## src/rtl/ifu_fetch.sv

```systemverilog
// Instruction fetch unit: owns the PC, issues ROM word reads over req/gnt/rvalid and
// presents buffered {inst, instaddr} pairs from a small prefetch FIFO to the IF/ID register.
module ifu_fetch #(
    parameter logic [31:0] RESET_PC = 32'h0000_0000,
    parameter int unsigned DEPTH    = 2,
    parameter logic [31:0] INST_NOP = 32'h0000_0013
) (
    input  logic        clk,
    input  logic        rstn,
    input  logic        jump_en_i,
    input  logic [31:0] jump_addr_i,
    input  logic [4:0]  hold_en_i,
    output logic        rom_req_o,
    output logic [31:0] rom_addr_o,
    input  logic        rom_gnt_i,
    input  logic        rom_rvalid_i,
    input  logic [31:0] rom_data_i,
    output logic [31:0] inst_o,
    output logic [31:0] instaddr_o,
    output logic        inst_valid_o
);
    localparam int unsigned PTR_W = $clog2(DEPTH);
    localparam int unsigned CNT_W = PTR_W + 1;
    localparam logic [CNT_W-1:0] DEPTH_C = CNT_W'(DEPTH);
    localparam logic [CNT_W:0]   DEPTH_S = (CNT_W + 1)'(DEPTH);

    logic [31:0]      fetch_pc;
    logic [31:0]      last_addr;
    logic [CNT_W-1:0] count;
    logic [CNT_W-1:0] outstanding;
    logic [CNT_W-1:0] drop;
    logic [PTR_W-1:0] rd_ptr;
    logic [PTR_W-1:0] wr_ptr;
    logic [PTR_W-1:0] aq_rd;
    logic [PTR_W-1:0] aq_wr;
    logic [31:0]      data_mem [DEPTH];
    logic [31:0]      addr_mem [DEPTH];
    logic [31:0]      aq_mem   [DEPTH];

    logic [CNT_W:0]   inflight;
    logic             credit;
    logic             issue;
    logic             rsp;
    logic             push;
    logic             pop;
    logic             empty;
    logic             unused_hold;

    assign unused_hold = ^hold_en_i[4:1];

    // Dropped (post-jump) reads still hold credit, so a push can never find the FIFO full.
    assign inflight  = {1'b0, count} + {1'b0, outstanding};
    assign credit    = inflight < DEPTH_S;
    assign rom_req_o = !rstn && !jump_en_i && credit;
    assign rom_addr_o = fetch_pc;
    assign issue     = rom_req_o && rom_gnt_i;

    // A response with nothing outstanding belongs to a read abandoned by reset.
    assign rsp  = rom_rvalid_i && (outstanding != '0);
    assign push = !rstn && rsp && (drop == '0) && !jump_en_i;

    assign empty        = (count == '0);
    assign inst_valid_o = !empty;
    assign pop          = inst_valid_o && !hold_en_i[0] && !jump_en_i;
    assign inst_o       = empty ? INST_NOP : data_mem[rd_ptr];
    assign instaddr_o   = empty ? last_addr : addr_mem[rd_ptr];

    always_ff @(posedge clk) begin
        if (rstn) begin
            fetch_pc    <= RESET_PC;
            last_addr   <= RESET_PC;
            count       <= '0;
            outstanding <= '0;
            drop        <= '0;
            rd_ptr      <= '0;
            wr_ptr      <= '0;
            aq_rd       <= '0;
            aq_wr       <= '0;
        end else begin
            if (inst_valid_o) begin
                last_addr <= instaddr_o;
            end
            if (jump_en_i) begin
                fetch_pc    <= jump_addr_i;
                count       <= '0;
                rd_ptr      <= '0;
                wr_ptr      <= '0;
                aq_rd       <= '0;
                aq_wr       <= '0;
                outstanding <= outstanding - CNT_W'(rsp);
                drop        <= outstanding - CNT_W'(rsp);
            end else begin
                if (issue) begin
                    fetch_pc <= fetch_pc + 32'd4;
                    aq_wr    <= aq_wr + PTR_W'(1);
                end
                if (push) begin
                    wr_ptr <= wr_ptr + PTR_W'(1);
                    aq_rd  <= aq_rd + PTR_W'(1);
                end
                if (pop) begin
                    rd_ptr <= rd_ptr + PTR_W'(1);
                end
                count       <= count + CNT_W'(push) - CNT_W'(pop);
                outstanding <= outstanding + CNT_W'(issue) - CNT_W'(rsp);
                if (rsp && (drop != '0)) begin
                    drop <= drop - CNT_W'(1);
                end
            end
        end
    end

    // Storage needs no reset: occupancy is tracked entirely by the counters above.
    always_ff @(posedge clk) begin
        if (issue) begin
            aq_mem[aq_wr] <= fetch_pc;
        end
        if (push) begin
            data_mem[wr_ptr] <= rom_data_i;
            addr_mem[wr_ptr] <= aq_mem[aq_rd];
        end
    end

    a_no_overflow: assert property (@(posedge clk) disable iff (rstn) push |-> (count != DEPTH_C));

endmodule

```

## config.mk

```make
export PLATFORM = sky130hd
export DESIGN_NAME = ifu_fetch
export DESIGN_NICKNAME = d
export VERILOG_FILES = /design/src/rtl/ifu_fetch.sv
export SDC_FILE = /design/constraint.sdc
export NUM_CORES = 1
export LEC_CHECK = 0
export CORE_MARGIN = 2
export CORE_UTILIZATION = 43
export DETAILED_ROUTE_END_ITERATION = 6
export PLACE_DENSITY = 0.76
export SYNTH_ARGS = -nofsm -noshare
export SYNTH_HDL_FRONTEND = slang
export SYNTH_SLANG_ARGS = --single-unit
```

## constraint.sdc

```tcl
create_clock -name clk -period 4.7 [get_ports clk]
set_input_delay 0.94 -clock clk [delete_from_list [all_inputs] [get_ports clk]]
set_output_delay 0.94 -clock clk [all_outputs]
set_load 0.01 [all_outputs]
```

**Word-level counts from Yosys, hierarchy flattened**

Memory sizes are Yosys's and may differ from the RTL's. A register that Yosys moved wholly into a read port is not among the register bits.
Index checks and enable logic that the tools add are counted.

- Add/sub/neg operators: 12
- Reductions and logical operators: 21
- Mux-type cells: 17
- $lt $le $gt $ge: 1

Operators by type and width:

| cell | count |
|---|---|
| $mux W32 | 4 |
| $add A32 B3 Y32 const B | 1 |
| $logic_and A1 B1 Y1 | 10 |
| $mux W1 | 10 |
| $reduce_bool A2 Y1 | 4 |
| $mux W2 | 3 |
| $sub A2 B1 Y2 | 3 |
| $add A1 B1 Y1 const B | 4 |
| $add A2 B1 Y2 | 2 |
| $logic_not A1 Y1 | 4 |
| $logic_not A2 Y1 | 2 |
| $add A2 B2 Y3 | 1 |
| $lt A3 B2 Y1 const B | 1 |
| $reduce_or A2 Y1 | 1 |
| $sub A2 B1 Y2 const B | 1 |

- Bits in writable memories: 192
- Output and inout bits: 98
- Memories: 3
- Word-level logic and storage cells: 63
- Input bits: 74
- Register bits: 74

Memories:

| name | depth | bits a word | read ports | clocked after Yosys merged registers in | wr ports | line | source |
|---|---|---|---|---|---|---|---|
| addr_mem | 2 | 32 | 1 | 1 | 1 | 37 | `logic [31:0] addr_mem [DEPTH];` |
| aq_mem | 2 | 32 | 1 | 1 | 1 | 38 | `logic [31:0] aq_mem [DEPTH];` |
| data_mem | 2 | 32 | 1 | 1 | 1 | 36 | `logic [31:0] data_mem [DEPTH];` |

**Logic depth before layout (Yosys ltp)**

- Depth after elaboration: 7
- Mapped depth: 14
- Mapped depth without buffers: 12

**Worst setup path before layout**

No wires, ideal clock.

- Kind: in2reg
- Start point: in rstn
- End point: mem addr_mem[0][0], enable pin
- Buffers on the path: 1
- Stages on the path: 4
- Slack: 0.086 ns
- Required time: 4.213 ns
- Arrival: 4.128 ns
- Setup time: 0.487 ns
- Cell sequence: buf_2 nor2_1 nand3_1 nor2_1

- Cells in the longest elaborated chain, start to end: 6

Ends and longest elaborated chain:

| what | line | source |
|---|---|---|
| from (decl) | 9 | `input logic rstn,` |
| $logic_not A1 Y1 | 60 | `assign push = !rstn && rsp && (drop == '0) && !jump_en_i;` |
| $logic_and A1 B1 Y1 (3 in a row) | 60 |  |
| $mux W1 | 118 | `if (push) begin` |
| $mux W1 (not written as such) | 120 | `addr_mem[wr_ptr] <= aq_mem[aq_rd];` |
| to (decl) | 37 |  |

No other way between the ends.

==> impl_metrics.csv <==
group,metric,value,unit
timing,hold_viol_final,0,
power_and_ir_drop,total_power,0.005153,W
critical_path,cp_max_fo,36,
power_and_ir_drop,ir_worst_vdd,0.2169,mV
critical_path,critical_path.top_delay_family,"buffers and inverters",
synth,syn-num-nets,855,
placed_design,dpl_cell_area,0.01261,mm2
floorplan,num_rows,57,
placed_design,dpl.cell_count,1235,
routing,routedWlPerCell,17.95,um
placed_design,finalWeightedCongestion,0.8067,
clocking,cts.repair.resized,0,
worst_hold_path,min_path_type,"flip-flop to flip-flop",
floorplan,start_util,0.4363,
critical_path,critPathMaxStageDelay,820,ps
critical_path,cp-end-kind,"output pin",
job,cap_viol_max_count,0,
critical_path,crit_path_cell_trace,"buf_4, mux2i_1, nor2_1, clkdlybuf4s50_1",
clocking,cts_tree,"done",
synth,synth_cell_types,48,
final_layout,nets,1022,
synth,synth.avg_cell_area,13.65,um2
timing,tightest_slew,1140,ps
final_layout,drive_above_1_share,0.09916,
clocking,htreeDepth,1,
synth,ys_async_sr_fraction,0,
critical_path,critPathBufInv,2,
routing,num_vias,6635,
timing,rsz0062_at_grt,"false",
critical_path,critical_path.slowest_cell,"dfxtp_4",
power_and_ir_drop,leakagePower,4.355,nW
routing,drc,0,
routing,viasPerCell,5.176,
synth,ys_seq_area_frac,0.6908,
timing,tns,0,ps
run_status,status,"complete, no violations",
synth,synth_warnings,0,
global_routing,grt_max_degree,71,
floorplan,core-area,0.02418,mm2
global_routing,grt_pass1_wl,35830,um
synth,ys_ff_latch,268,
synth,postSynthCellCount,773,
timing,slew_headroom,0.2328,
final_layout,syn_to_final_growth,27.26,%
synth,synthFlopType,"edfxtp_1",
routing,dr.pass1.iters,5,
placed_design,dp.final_hpwl,14790,um
timing,period_minus_slack,3718,ps
clocking,cts.sinks,268,
routing,ant_nets,0,
final_layout,design_area,0.01342,mm2
critical_path,arrival,2780,ps
final_layout,num_antenna_cells,0,
clocking,cts.path.max_buffers,3,
floorplan,io_pins,172,
floorplan,dieArea,0.02580,mm2
critical_path,worst_setup_path_start_kind,"flip-flop",
routing,drtIter0Drc,418,
timing,setup_violations,0,
clocking,worstSkewPairLatency,520,ps
clocking,post_cts_buffers,0,
clocking,cts_root_buf,"clkbuf_16",
clocking,cts_made_buffers,27,
critical_path,required,3760,ps
timing,slew_violations,0,
final_layout,nFillCells,1908,
timing,fin_crit_sh,0.7910,
clocking,ctsHoldBuffers,0,
critical_path,crit_type,"flip-flop to output pin",
critical_path,reg2reg_setup_slack,1260,ps
power_and_ir_drop,p_per_area,383.9,mW/mm2
floorplan,die_x,160.6,um
global_routing,track_usage,0.1772,
timing,fmax,0.2690,GHz
routing,drt_wl_total,23010,um
synth,netlist_area,0.01055,mm2
timing,finClkSkew,9.884,ps
global_routing,grt_pass1_vias,6476,
clocking,clkTransAtPathRegs,60,ps
placed_design,portBuffers,167,
final_layout,fin_cells,1282,
synth,synth_edf_count,192,
floorplan,dieHeight,160.6,um
global_routing,antenna_found_initial,0,
global_routing,overflow,0,
==> kinds of logic after synthesis <==
family / synth area share
compound gates: 0.04922
xor+xnor: 0.02159
fa+ha+maj: 0.01020
buf+inv: 0.02016
flops: 0.6908
mux: 0.1008
simple gates: 0.1072
==> report_power, final <==
part | switching [W] | total, W | internal (W)
clock | 0.000831 | 0.00200 | 0.00117
combinational | 0.000236 | 0.000460 | 0.000224
sequential | 0.0000642 | 0.00269 | 0.00263
==> synthesized netlist by cell type, types with 8 or more instances <==
cell type    n  share of area
a211oi_1     8         0.0057
a21oi_1     23          0.011
and3_1      10         0.0059
buf_2        8         0.0038
clkbuf_1    25         0.0089
dfxtp_1     76           0.14
edfxtp_1   192           0.55
inv_1        9         0.0032
mux2_2      34          0.036
mux2i_1     68          0.065
nand2_1     63          0.022
nand3_1      9         0.0043
nand4_1     14         0.0083
nor2_1      65          0.023
nor2b_1     33          0.020
nor3_1       9         0.0043
o21ai_0     37          0.018
xnor2_1     14          0.012
xor2_1      12          0.010
==> cell usage in the layout (no fill, tap or decap), types with 3 or more instances in the layout <==
cell,n
nor2_4,5
nand4_1,14
xor2_1,12
inv_1,9
nand2_1,63
a21oi_1,23
o21ai_0,37
mux2i_1,68
clkinv_2,4
or3_1,3
nor2_1,61
edfxtp_1,192
nand3_1,9
nor4_1,3
a31oi_1,3
dfxtp_1,75
clkbuf_16,27
mux2_2,34
o22ai_1,7
xnor2_1,14
o21a_1,3
buf_4,9
clkdlybuf4s50_1,166
nor2b_1,33
a211oi_1,8
and2_1,5
and3_1,10
ha_1,7
nor3_1,9
clkbuf_1,10
buf_12,3
==> worst register-to-register path: cells and delay by family, from the launching register on <==
family,cells,cell delay (ps)
AO/OA/AOI/OAI,1,200
flip-flops,1,410
AND/OR/NAND/NOR,4,1060
XOR/XNOR,2,270
buffers and inverters,2,340
adder cells (fa/ha/maj),3,1040
==> stage by stage <==
step / setup slack, ps / util / hold WS (ps)
6_report: 982.4 / 0.5552 / 509.3
5_1_grt: 812.2 / 0.5552 / 523.6
4_1_cts: 936.4 / 0.5552 / 511.9
3_5_place_dp: 881.5 / 0.5215 / 491.9
3_3_place_gp: 946.8 / 0.5215 / 487.6
2_1_floorplan: 85.65 / - / 472.5
==> flip-flops by register name (all words and copies together), names as in the netlist, 2 cells and up, named ones only <==
register	cells
last_addr	32
rom_addr_o	32
data_mem	64
aq_mem	64
drop	2
addr_mem	64
outstanding	2
count	2
==> path summary, 6_finish.rpt <==
| path | start | endpoint | cells after the start |
|---|---|---|---|
| worst max register to register | count[0]$_SDFF_PP0_ | outstanding[1]$_SDFF_PP0_ | 12 |
| worst max-delay path | flip-flop | inst_o[25] | 4 |
| worst min-delay path | aq_rd$_SDFFE_PP0P_ | flip-flop | 2 |
| worst min register to register | aq_rd$_SDFFE_PP0P_ | flip-flop | 2 |
==> area by class of cell <==
cell class	instances	area (um2)	area share
Tap cell	324	405.4	0.03020
Clock buffer	37	713.2	0.05313
Clock inverter	10	103.9	0.007736
Timing Repair Buffer	179	1794	0.1337
Sequential cell	268	7291	0.5431
Inverter	10	37.54	0.002796
Multi-Input combinational cell	454	3079	0.2294
==> layer usage <==
metal  part of all wire  GRT usage  up-vias
met3              0.066    0.02893       62
li1                   -          -     3158
met2               0.47     0.2943      258
met4              0.035    0.06839        0
met5                  0          0        -
met1               0.43     0.2349     3157
(Power assumes the default switching activity.)
